**config.mk**
```make
export PLATFORM = sky130hd
export DESIGN_NAME = muldiv_sched
export DESIGN_NICKNAME = d
export VERILOG_FILES = /design/src/rtl/muldiv_sched.sv
export SDC_FILE = /design/constraint.sdc
export NUM_CORES = 1
export LEC_CHECK = 0
export ABC_CLOCK_PERIOD_IN_PS = 1400
export BUFFER_PORTS_ARGS = -buffer_cell sky130_fd_sc_hd__buf_2
export CORE_AREA = 2 2 216 218
export DETAILED_ROUTE_END_ITERATION = 10
export DIE_AREA = 0 0 218 220
export PLACE_DENSITY = 0.44
export SLEW_MARGIN = 20
export SYNTH_ARGS = -nofsm -noshare
export SYNTH_HDL_FRONTEND = slang
export SYNTH_SLANG_ARGS = --single-unit
```
**constraint.sdc**
```tcl
create_clock -name clock -period 1.4 [get_ports clock]
set_input_delay 0 -clock clock [delete_from_list [all_inputs] [get_ports clock]]
set_output_delay 0 -clock clock [all_outputs]
set_load 0.02 [all_outputs]
```
**src/rtl/muldiv_sched.sv**
```systemverilog
// Shares one multi-cycle muldiv unit between two issue ports: round-robin grant,
// operands held for the op latency, result handed to writeback over valid/ready.
module muldiv_sched #(
    parameter int unsigned XLEN    = 64,
    parameter int unsigned TYPE_W  = 4,
    parameter int unsigned TAG_W   = 5,
    parameter int unsigned MUL_LAT = 3,
    parameter int unsigned DIV_LAT = 8
) (
    input  logic              clock,
    input  logic              reset,
    input  logic              req0_valid,
    output logic              req0_ready,
    input  logic [XLEN-1:0]   req0_src1,
    input  logic [XLEN-1:0]   req0_src2,
    input  logic [TYPE_W-1:0] req0_type,
    input  logic              req0_is_div,
    input  logic [TAG_W-1:0]  req0_tag,
    input  logic              req1_valid,
    output logic              req1_ready,
    input  logic [XLEN-1:0]   req1_src1,
    input  logic [XLEN-1:0]   req1_src2,
    input  logic [TYPE_W-1:0] req1_type,
    input  logic              req1_is_div,
    input  logic [TAG_W-1:0]  req1_tag,
    output logic              mdu_valid,
    output logic [XLEN-1:0]   mdu_src1,
    output logic [XLEN-1:0]   mdu_src2,
    output logic [TYPE_W-1:0] mdu_type,
    input  logic [XLEN-1:0]   mdu_result,
    output logic              wb_valid,
    input  logic              wb_ready,
    output logic [XLEN-1:0]   wb_result,
    output logic [TAG_W-1:0]  wb_tag,
    output logic              wb_src,
    input  logic              flush,
    output logic              busy
);

    localparam int unsigned MAX_LAT = (MUL_LAT > DIV_LAT) ? MUL_LAT : DIV_LAT;
    localparam int unsigned CNT_W   = (MAX_LAT > 1) ? $clog2(MAX_LAT) : 1;

    typedef enum logic [1:0] {
        IDLE = 2'd0,
        BUSY = 2'd1,
        DONE = 2'd2
    } state_t;

    state_t             state;
    state_t             state_next;
    logic               rr_ptr;
    logic               grant;
    logic               grant_port;
    logic               sel_div;
    logic               lat_port;
    logic [TAG_W-1:0]   lat_tag;
    logic [CNT_W-1:0]   cnt;

    // State register
    always_ff @(posedge clock) begin
        if (reset) state <= IDLE;
        else       state <= state_next;
    end

    // Next state and grant; flush suppresses any grant and forces IDLE
    always_comb begin
        state_next = state;
        req0_ready = 1'b0;
        req1_ready = 1'b0;
        grant      = 1'b0;
        grant_port = 1'b0;
        case (state)
            IDLE: begin
                if (!flush) begin
                    if (req0_valid && (!req1_valid || !rr_ptr)) begin
                        req0_ready = 1'b1;
                        grant      = 1'b1;
                    end else if (req1_valid) begin
                        req1_ready = 1'b1;
                        grant      = 1'b1;
                        grant_port = 1'b1;
                    end
                    if (grant) state_next = BUSY;
                end
            end
            BUSY:    if (cnt == '0) state_next = DONE;
            DONE:    if (wb_ready) state_next = IDLE;
            default: state_next = IDLE;
        endcase
        if (flush) state_next = IDLE;
    end

    assign sel_div = grant_port ? req1_is_div : req0_is_div;

    // Operand latch, latency counter, result capture and registered status
    always_ff @(posedge clock) begin
        if (reset) begin
            rr_ptr    <= 1'b0;
            lat_port  <= 1'b0;
            lat_tag   <= '0;
            cnt       <= '0;
            mdu_src1  <= '0;
            mdu_src2  <= '0;
            mdu_type  <= '0;
            wb_result <= '0;
            wb_tag    <= '0;
            wb_src    <= 1'b0;
            mdu_valid <= 1'b0;
            wb_valid  <= 1'b0;
            busy      <= 1'b0;
        end else begin
            if (grant) begin
                mdu_src1 <= grant_port ? req1_src1 : req0_src1;
                mdu_src2 <= grant_port ? req1_src2 : req0_src2;
                mdu_type <= grant_port ? req1_type : req0_type;
                lat_tag  <= grant_port ? req1_tag  : req0_tag;
                lat_port <= grant_port;
                rr_ptr   <= ~grant_port;
                cnt      <= sel_div ? CNT_W'(DIV_LAT - 1) : CNT_W'(MUL_LAT - 1);
            end else if (state == BUSY && !flush) begin
                if (cnt != '0) begin
                    cnt <= cnt - CNT_W'(1);
                end else begin
                    wb_result <= mdu_result;
                    wb_tag    <= lat_tag;
                    wb_src    <= lat_port;
                end
            end
            mdu_valid <= (state_next == BUSY);
            wb_valid  <= (state_next == DONE);
            busy      <= (state_next != IDLE);
        end
    end

endmodule

```
Word level (Yosys, flattened, before mapping)
Cells that the tools add are included.
{"block": "classes", "n_addsub": 1, "n_eq_ne": 4, "n_mux": 26, "bitwise_logic": 3, "n_reduce_logical": 14}
{"operator": "two-way mux 64 bit", "count": 2}
{"operator": "two-way mux 1 bit", "count": 13}
{"operator": "two-way mux 3 bit", "count": 4}
{"operator": "two-way mux 2 bit", "count": 4}
{"operator": "one-hot mux 2 bit (3 select lines)", "count": 1}
{"operator": "nonzero test 2 bit", "count": 3}
{"operator": "two-way mux 5 bit", "count": 1}
{"operator": "equality test 2 x 1 -> 1 bit, second input constant", "count": 2}
{"operator": "equality test 2 bit, second input constant", "count": 2}
{"operator": "two-way mux 4 bit", "count": 1}
{"operator": "logical NOT 1 bit", "count": 3}
{"operator": "logical NOT 3 bit", "count": 1}
{"operator": "NOT 1 bit", "count": 3}
{"operator": "AND reduction 3 bit", "count": 1}
{"operator": "nonzero test 3 bit", "count": 1}
{"operator": "subtractor 3 x 1 -> 3 bit, second input constant", "count": 1}
{"operator": "logical AND 1 bit", "count": 2}
{"operator": "logical NOT 2 bit", "count": 1}
{"operator": "AND reduction 2 bit", "count": 1}
{"operator": "logical OR 1 bit", "count": 1}
{"block": "word_totals", "regBits": 217, "in_bits": 346, "output_inout_bits": 207}

Longest topological paths before layout
Gate-level depths: netlist (run 1).
{"block": "logic_depth", "depth_word": 10, "depth_mapped": 8}

Worst setup path after synthesis (run 1)
OpenSTA, ideal clock, no wires.
{"block": "synth_path", "kind": "reg2reg", "startpoint": "register rr_ptr", "endpoint": "register lat_tag[0]", "setup_ns": 0.128, "t_arrival_ns": 1.387, "required_ns": 1.272, "slack_ns": -0.114, "stages_incl_launch_ff": 8, "path_buffers": 3, "synth_period_minus_slack_ns": 1.514, "cell_sequence": "dfxtp_1 > nand2b_1 > and3_1 > buf_2 > buf_6 > buf_4 > a222oi_1 > nor2_1"}
{"block": "synth_via", "elab_chain_cells": 8, "elab_cells_between_ends": 12, "classes_between": "mux (9); reduce/logical (3)"}
{"element": "start: declaration", "line": "51", "source": "logic rr_ptr;"}
{"element": "start signal: assignment", "line": "118", "source": "rr_ptr <= ~grant_port;"}
{"element": "logical NOT 1 bit *", "line": "75", "source": "if (req0_valid && (!req1_valid || !rr_ptr)) begin"}
{"element": "logical OR 1 bit *", "line": "75"}
{"element": "logical AND 1 bit *", "line": "75"}
{"element": "two-way mux 1 bit", "line": "75"}
{"element": "two-way mux 1 bit", "line": "74", "source": "if (!flush) begin"}
{"element": "two-way mux 1 bit", "line": "72", "source": "case (state)"}
{"element": "two-way mux 1 bit", "line": "74"}
{"element": "two-way mux 1 bit", "line": "72"}
{"element": "end signal: assignment", "line": "116", "source": "lat_tag <= grant_port ? req1_tag : req0_tag;"}
{"element": "end: declaration", "line": "56", "source": "logic [TAG_W-1:0] lat_tag;"}
Every way passes the cells marked *; elsewhere a longest branch is shown, timed or not. The select of a mux whose other input is x is not followed.
A chain may end at the register's enable or synchronous reset.

Worst setup path after layout (run 1)
{"block": "layout_path", "startpoint": "register state[0]", "endpoint": "register mdu_src1[32]"}
{"block": "layout_via", "elab_chain_cells": 3, "elab_cells_between_ends": 4, "classes_between": "mux (3); reduce/logical (1)"}
{"element": "start: declaration", "line": "49", "source": "state_t state;"}
{"element": "start signal: assignment", "line": "62", "source": "else state <= state_next;"}
{"element": "logical NOT 2 bit *", "line": "72"}
{"element": "two-way mux 1 bit", "line": "72"}
{"element": "two-way mux 64 bit", "line": "113", "source": "mdu_src1 <= grant_port ? req1_src1 : req0_src1;"}
{"element": "end signal: assignment", "line": "113"}
{"element": "end: declaration", "line": "27", "source": "output logic [XLEN-1:0] mdu_src1,"}
Every way passes the cells marked *; elsewhere a longest branch is shown, timed or not.

==> results by group, run 1 <==
Outcome
  – Status: finished, violations left
  – Failing checks: negative hold slack, negative setup slack

Logic synthesis
  – Top FF cell, synth: dfxtp_1
  – Synth async-reset ratio: 0%
  – Largest area contributor in the netlist: dfxtp_1
  – Mapped cell area: between 7000 and 8000 µm²
  – Area contributors post-synth: dfxtp_1 56%, a222oi_1 18%, nand2_1 6.8%
  – Synthesized net count: between 1k and 1.5k
  – Seq/Total Area, Yosys: between 50% and 60%
  – Register bit total from synthesis: 217
  – Area share of the largest cell type after synthesis: 55.8%
  – Synth warn: 0
  – Count leader, synth: dfxtp_1
  – EDFF count, synth: 0
  – Post-synth top cells: 217 x dfxtp_1, 141 x nand2_1, 138 x nor2_1, 137 x a222oi_1, 77 x a21oi_1
  – Mapped Avg Cell Area: 9.45 µm²
  – Post-Syn Instances: ~800
  – Netlist cell types: 28

Power and ir drop
  – Power Density: about 1000 nW/µm²
  – Power share of the sequential group: 38.0%
  – Comb pwr share: 23.4%
  – Power consumption: around 18 mW
  – Sw power: approximately 4.9 mW
  – Switching Share: between 20% and 30%
  – Leakage: around 8 nW
  – Pint: 12.8 mW
  – Max VDD drop: 0.838 mV
  – Clock power share: about two fifths

Timing
  – Tmin final: about 1.7 ns
  – Worst-Margin Slew: 0.434 ns
  – Final setup viols: approximately 220
  – Hold Violations, Final: 1
  – Hold Slack: -0.0212 ns
  – Slew Limit Headroom: a little over two thirds
  – Skew final: 0.0237 ns
  – Max Slew Vio Count: 0
  – Worst setup margin: -0.330 ns
  – Unrepaired setup endpoints after global routing: yes
  – Final Cycle Share: 124%
  – Maximum clock rate: 578 MHz

CTS
  – H-tree lvl count: 1
  – CTS Buf Count: 26
  – CTS tree: built
  – CTS Buffer Depth: 3
  – Clock Sinks: approximately 220
  – Clk slew on worst S/H paths: approximately 0.070 ns
  – Clk_lat worst skew: between 0.5 and 0.6 ns
  – Root buffer cell: clkbuf_16

Placement
  – HPWL Detailed: 24300 µm
  – Placer's final routability congestion estimate: between 0.8 and 0.9
  – IO buf count: ~550
  – Cells after DPL: slightly below 2k
  – Dpl ws: -0.245 ns

Drt
  – First-pass DRT Iterations: 9
  – Vias after detailed routing: 10.9k
  – Remaining antenna violation count: 0
  – DR iter-0 viols: 1023
  – DR vias/cell: roughly 4.5
  – Residual DRC: 0
  – Routed WL: about 45000 µm
  – Per-cell routed wire length: about 19 µm

Floorplan
  – Starting density of the core: between 10% and 20%
  – Width of the die: 218 µm
  – Site Rows: 79
  – Core Footprint: roughly 46000 µm²
  – Die Ht: around 220 µm
  – Die area: approximately 48000 µm²
  – IO Pins: roughly 550

Cells and area
  – Area grow syn2layout: 126%
  – NumNets Final: ~2.1k
  – Non-Filler Instances: between 2k and 2.5k
  – Layout cell share with drive strength beyond 1: approximately 44%
  – Finished Core Util: a little under two fifths
  – Fill cells: 4494

Critical path
  – Crit Path Max Fanout: 10
  – Critical Path, Cell by Cell: nor3_4 -> buf_6 -> o21ai_4 -> buf_12 -> bufbuf_16 -> a222oi_1 -> nor2_1
  – CP delay by family, top: buffers and inverters
  – Worst path bufs/invs: 3
  – WP data required: approximately 1.8 ns
  – Worst setup SP type: flop
  – Crit end category: flop
  – Max stage delay cell, worst path: dfxtp_2
  – Worst EP arrival: 2.16 ns
  – Critical path class: flop to flop
  – Max incr delay on CP: about 0.34 ns

Global route
  – Global-route wire length before repair: roughly 63000 µm
  – Global Route Usage Sum: about 17%
  – Largest net degree at the start of global routing: between 50 and 60
  – Initial antenna violation count: 4
  – Grt ovf: 0
  – Vias in the first global route: about 11k

Min path
  – Min-delay worst type: input port to flop

Run
  – Max-cap check violation count: 0
==> state kept, by name, indices dropped and copies added, names as in the netlist <==
signal	flops
wb_tag	5
mdu_src2	64
mdu_type	4
lat_port	1
cnt	3
wb_src	1
busy	1
mdu_valid	1
mdu_src1	64
lat_tag	5
state	2
wb_valid	1
rr_ptr	1
wb_result	64
==> worst reg2reg max path: stages, from the launching register on <==
cell	delay, ns
dfxtp_2	0.34
nor3_4	0.23
buf_6	0.15
o21ai_4	0.08
buf_12	0.15
bufbuf_16	0.28
a222oi_1	0.28
nor2_1	0.09
==> final timing paths <==
| path | from | to | cells past startpoint | slack, ns |
|---|---|---|---|---|
| min reg2reg | wb_result[60] | wb_result[60] | 2 | 0.45 |
| max | state[0] | mdu_src1[32] | 7 | -0.33 |
| min | flush | rr_ptr | 5 | -0.02 |
| max reg2reg | state[0] | mdu_src1[32] | 7 | -0.33 |
==> repair_timing <==
item | 4_1_cts | 5_1_grt
buffers inserted | 29 | 9
hold endpoints to repair | 212 | 0
pin swaps | 98 | 51
resized for setup | 165 | 19
cloned | 25 | 8
hold buffers | 343 | 0
endpoints found under the setup margin | 214 | 218
==> cell families after synthesis <==
| logic type | count (synthesis) | share of synthesized area, % |
|---|---|---|
| simple gates | 294 | 14.8 |
| compound gates | 221 | 23.4 |
| flops | 217 | 55.8 |
| buf+inv | 89 | 5.61 |
| fa+ha+maj | 2 | 0.321 |
| mux | 1 | 0.145 |
==> metal layers <==
metal / share of wire, % / wire length [µm] / GRT usage [%] / up-vias
met3: 7.5 / 3370 / 4.00 / 80
met1: 40 / 18000 / 19.3 / 5180
met4: 2.7 / 1200 / 6.03 / 0
met5: 0 / 0 / 0 / -
met2: 50 / 22500 / 30.5 / 610
li1: - / - / - / 5005
==> stage by stage <==
step	area (µm²)	TNS (ns)
floorplan	7850	-3.65
global placement	11400	-17.95
detailed placement	11400	-21.54
CTS	17200	-42.37
global route	17600	-57.82
finish	17600	-41.28
==> power by group through the flow <==
stage          registers [mW]  clock network [mW]  logic [mW]
2_1_floorplan            7.22                   0       0.946
3_3_place_gp             6.83                   0        2.51
3_5_place_dp             6.83                   0        2.52
4_1_cts                  6.71                7.04        3.97
5_1_grt                  6.76                7.26        4.40
6_report                 6.73                6.85        4.14
==> cell type report <==
class,instances,area [µm²],area share (%)
diodes,5,12.5,0.0711
clock buffers,35,746,4.24
clock inverters,10,105,0.597
inverters,3,11.3,0.0640
multi-input cells,518,3410,19.4
flip-flops and latches,217,4350,24.7
well taps,607,759,4.32
repair buffers,1005,8210,46.6
==> cells in the final DEF, fill, tap and decap left out, types with 3 or more instances in the layout <==
cell type	instances
dlygate4sd3_1	343
buf_12	28
buf_8	9
buf_16	25
nand2_1	95
buf_4	25
dfxtp_2	4
clkbuf_8	4
a21oi_1	51
buf_2	549
clkbuf_1	4
a21oi_2	26
nor2_1	138
clkinv_2	6
clkbuf_16	34
bufbuf_16	3
buf_6	16
dfxtp_1	213
nand2_4	22
a222oi_1	137
nand3_1	4
nand2_2	23
diode_2	5
Power figures use the tool's default switching activity.
==> run 2, diff against run 1 <==
- CELL_PAD_IN_SITES_DETAIL_PLACEMENT: default -> 1
- CELL_PAD_IN_SITES_GLOBAL_PLACEMENT: default -> 1
- CORE_AREA: 2 2 216 218 -> 2 2 214 216
- DIE_AREA: 0 0 218 220 -> 0 0 216 218
- PLACE_DENSITY: 0.44 -> 0.59
==> run 2 against run 1 <==
The flow finishes with violations (negative setup slack). Register-to-register slack worse by 0.02 ns. First-iteration DRC count up 7.5%. Clock power up 2%. Maximum frequency down 1.4%. Highest routed layer unchanged. Die area down 1.8%. Final area up 2.7%. Largest power group unchanged. Sequential power about the same. Combinational power up 4%. Hold slack better by 0.051 ns. Sequential share of layout area down 0.64 points. Routed wire length up 19%. Total power up 1.9%.
==> results by group, run 2 (synthesized netlist as in run 1, its figures left out) <==
Critical path
  – Worst r2r src: rr_ptr
  – Critical Path Sink: mdu_src1[24]
  – WP data required: 1.83 ns (about the same)
  – Crit Path Max Fanout: 6 (-4)
  – Critical Path Stages: 7 (unchanged)
  – CP delay by family, top: compound AO/OA/AOI/OAI gates
  – Most frequent CP cell: buf_12
  – Critical Path, Cell by Cell: nand2b_4 -> and3_4 -> buf_12 -> buf_16 -> buf_12 -> a222oi_1 -> nor2_1
  – Setup crit start: rr_ptr
  – Worst path bufs/invs: 3 (unchanged)
  – Crit end category: flop
  – R2r setup slk: -0.35 ns (-0.02 ns)
  – Critical R2R Capture: mdu_src1[24]
  – Worst Reg-to-Reg Cells: 7 (unchanged)
  – Max incr delay on CP: 0.45 ns (+0.11 ns)
  – Critical path class: flop to flop
  – Worst setup SP type: flop
  – Worst EP arrival: 2.18 ns (+0.02 ns)
  – Max stage delay cell, worst path: a222oi_1

Global route
  – Largest net degree at the start of global routing: 73 (+26%)
  – Global-route wire length before repair: 72000 µm (+15%)
  – Global Route Usage Sum: 19.6% (+2.7 points)
  – Vias in the first global route: 12.5k (+12%)
  – Initial antenna violation count: 10 (+6)
  – Grt ovf: 0 (unchanged)

Timing
  – Tmin final: 1.75 ns (+0.0237 ns)
  – Hold Violations, Final: 0 (-1)
  – Max Slew Vio Count: 0 (unchanged)
  – Worst-Margin Slew: 0.533 ns (+0.0988 ns)
  – Final Cycle Share: 125% (+1.7 points)
  – Maximum clock rate: 570 MHz (-1.4%)
  – Final setup viols: 218 (+0.93%)
  – Worst setup margin: -0.354 ns (-0.0237 ns)
  – Slew Limit Headroom: 64.5% (-6.3 points)
  – Post-route setup TNS: -48.48 ns (-7.20 ns)
  – Skew final: 0.0186 ns (-0.00505 ns)
  – Unrepaired setup endpoints after global routing: yes

Placement
  – Cells after DPL: 1955 (+0.88%)
  – HPWL Detailed: 27100 µm (+12%)
  – Dpl ws: -0.222 ns (+0.0228 ns)
  – Placer's final routability congestion estimate: 0.878 (+6.4%)
  – IO buf count: 552 (unchanged)

Power and ir drop
  – Power Density: 999 nW/µm² (-0.72%)
  – Max VDD drop: 0.630 mV (-25%)
  – Power consumption: 18.1 mW (+1.9%)
  – Leakage: 8.36 nW (+4.0%)

Floorplan
  – Starting density of the core: 17.3% (+0.37 points)
  – IO Pins: 553 (unchanged)
  – Site Rows: 78 (-1.3%)
  – Width of the die: 216 µm (-0.92%)
  – Die area: 47100 µm² (-1.8%)
  – Core Footprint: 44900 µm² (-2.1%)
  – Die Ht: 218 µm (-0.91%)

Cells and area
  – Multi-input gate area: 3900 µm² (+14%)
  – Largest regs: mdu_src1 (64), mdu_src2 (64), wb_result (64)
  – Commonest cells after routing, fill and taps aside: 549 x buf_2, 344 x dlygate4sd3_1, 213 x dfxtp_1
  – Leading cell type in the layout, fill and taps excluded: buf_2
  – Finished Core Util: 40.2% (+1.9 points)
  – Register area: 4350 µm² (unchanged)
  – Area grow syn2layout: 132%
  – Layout cell share with drive strength beyond 1: 49.1% (+4.8 points)
  – NumNets Final: 2137 (+0.85%)
  – Non-Filler Instances: 2418 (+0.75%)
  – Fill cells: 5109 (+14%)

CTS
  – CTS Buf Count: 26 (unchanged)
  – Clk slew on worst S/H paths: 0.07 ns (about the same)
  – CTS tree: built
  – H-tree lvl count: 1 (unchanged)
  – Clock Sinks: 217 (unchanged)
  – Clk_lat worst skew: 0.55 ns (about the same)
  – CTS Buffer Depth: 3 (unchanged)
  – Root buffer cell: clkbuf_16

Drt
  – Vias after detailed routing: 11.5k (+5.4%)
  – DR vias/cell: 4.74 (+4.6%)
  – Routed WL: 53800 µm (+19%)
  – Remaining antenna violation count: 0 (unchanged)
  – Residual DRC: 0 (unchanged)
  – Per-cell routed wire length: 22.3 µm (+19%)
  – DR iter-0 viols: 1100 (+7.5%)
  – First-pass DRT Iterations: 9 (unchanged)

Run
  – Max-cap check violation count: 0 (unchanged)

Min path
  – Min-delay worst type: input port to flop

Outcome
  – Failing checks: negative setup slack
  – Status: finished, violations left
-- run 2: power breakdown --
group | internal, mW | total [mW] | switching (mW)
registers | 6.53 | 6.76 | 0.230
logic | 2.18 | 4.30 | 2.11
clock network | 4.10 | 7.00 | 2.89
-- run 2: tightest hold or removal path, delay by kind of cell --
kind                   cells  cell delay (ns)
AOI/OAI and AO/OA          2             0.36
buffers and inverters      1             0.11
and+or+nand+nor            1             0.07
-- run 2: timing repair --
item / 4_1_cts / 5_1_grt
hold buffers: 344 / 0
gates resized for setup: 144 / 176
setup buffers: 15 / 26
pin swaps: 75 / 129
endpoints found under the hold margin: 217 / 0
endpoints found under the setup margin: 214 / 214
gates cloned: 14 / 17
-- run 2: metrics by stage --
stage / area (µm²) / hold WS [ns]
finish: 18100 / 0.0294
global route: 18100 / 0.0224
CTS: 16900 / 0.00144
detailed placement: 11600 / 0.250
global placement: 11600 / 0.242
floorplan: 7850 / 0.109
-- run 2: cell type report --
type | count | area share (%)
Multi-Input combinational cell | 520 | 21.6
Timing Repair Buffer | 1021 | 45.2
Sequential cell | 217 | 24.1
Clock buffer | 37 | 4.16
Antenna cell | 11 | 0.152
Clock inverter | 9 | 0.623
Tap cell | 600 | 4.16
Inverter | 3 | 0.0623
-- run 2: worst min path at each step --
stage / slack (ns) / endpoint / depth (start not counted) / startpoint
6_report: 0.03 / cnt[0] / 4 / req1_is_div
5_1_grt: 0.02 / cnt[0] / 4 / req1_is_div
4_1_cts: 0.001 / cnt[0] / 4 / req1_is_div
3_5_place_dp: 0.25 / wb_result[5] / 3 / mdu_result[5]
3_3_place_gp: 0.24 / wb_result[8] / 3 / mdu_result[8]
2_1_floorplan: 0.11 / rr_ptr / 1 / req1_valid
-- run 2: layer usage --
| layer | GRT usage (%) | wire length [µm] | up-vias |
|---|---|---|---|
| li1 | - | - | 5044 |
| met4 | 10.2 | 2470 | 0 |
| met3 | 5.41 | 4110 | 179 |
| met5 | 0 | 0 | - |
| met2 | 35.3 | 27700 | 653 |
| met1 | 20.9 | 19500 | 5582 |
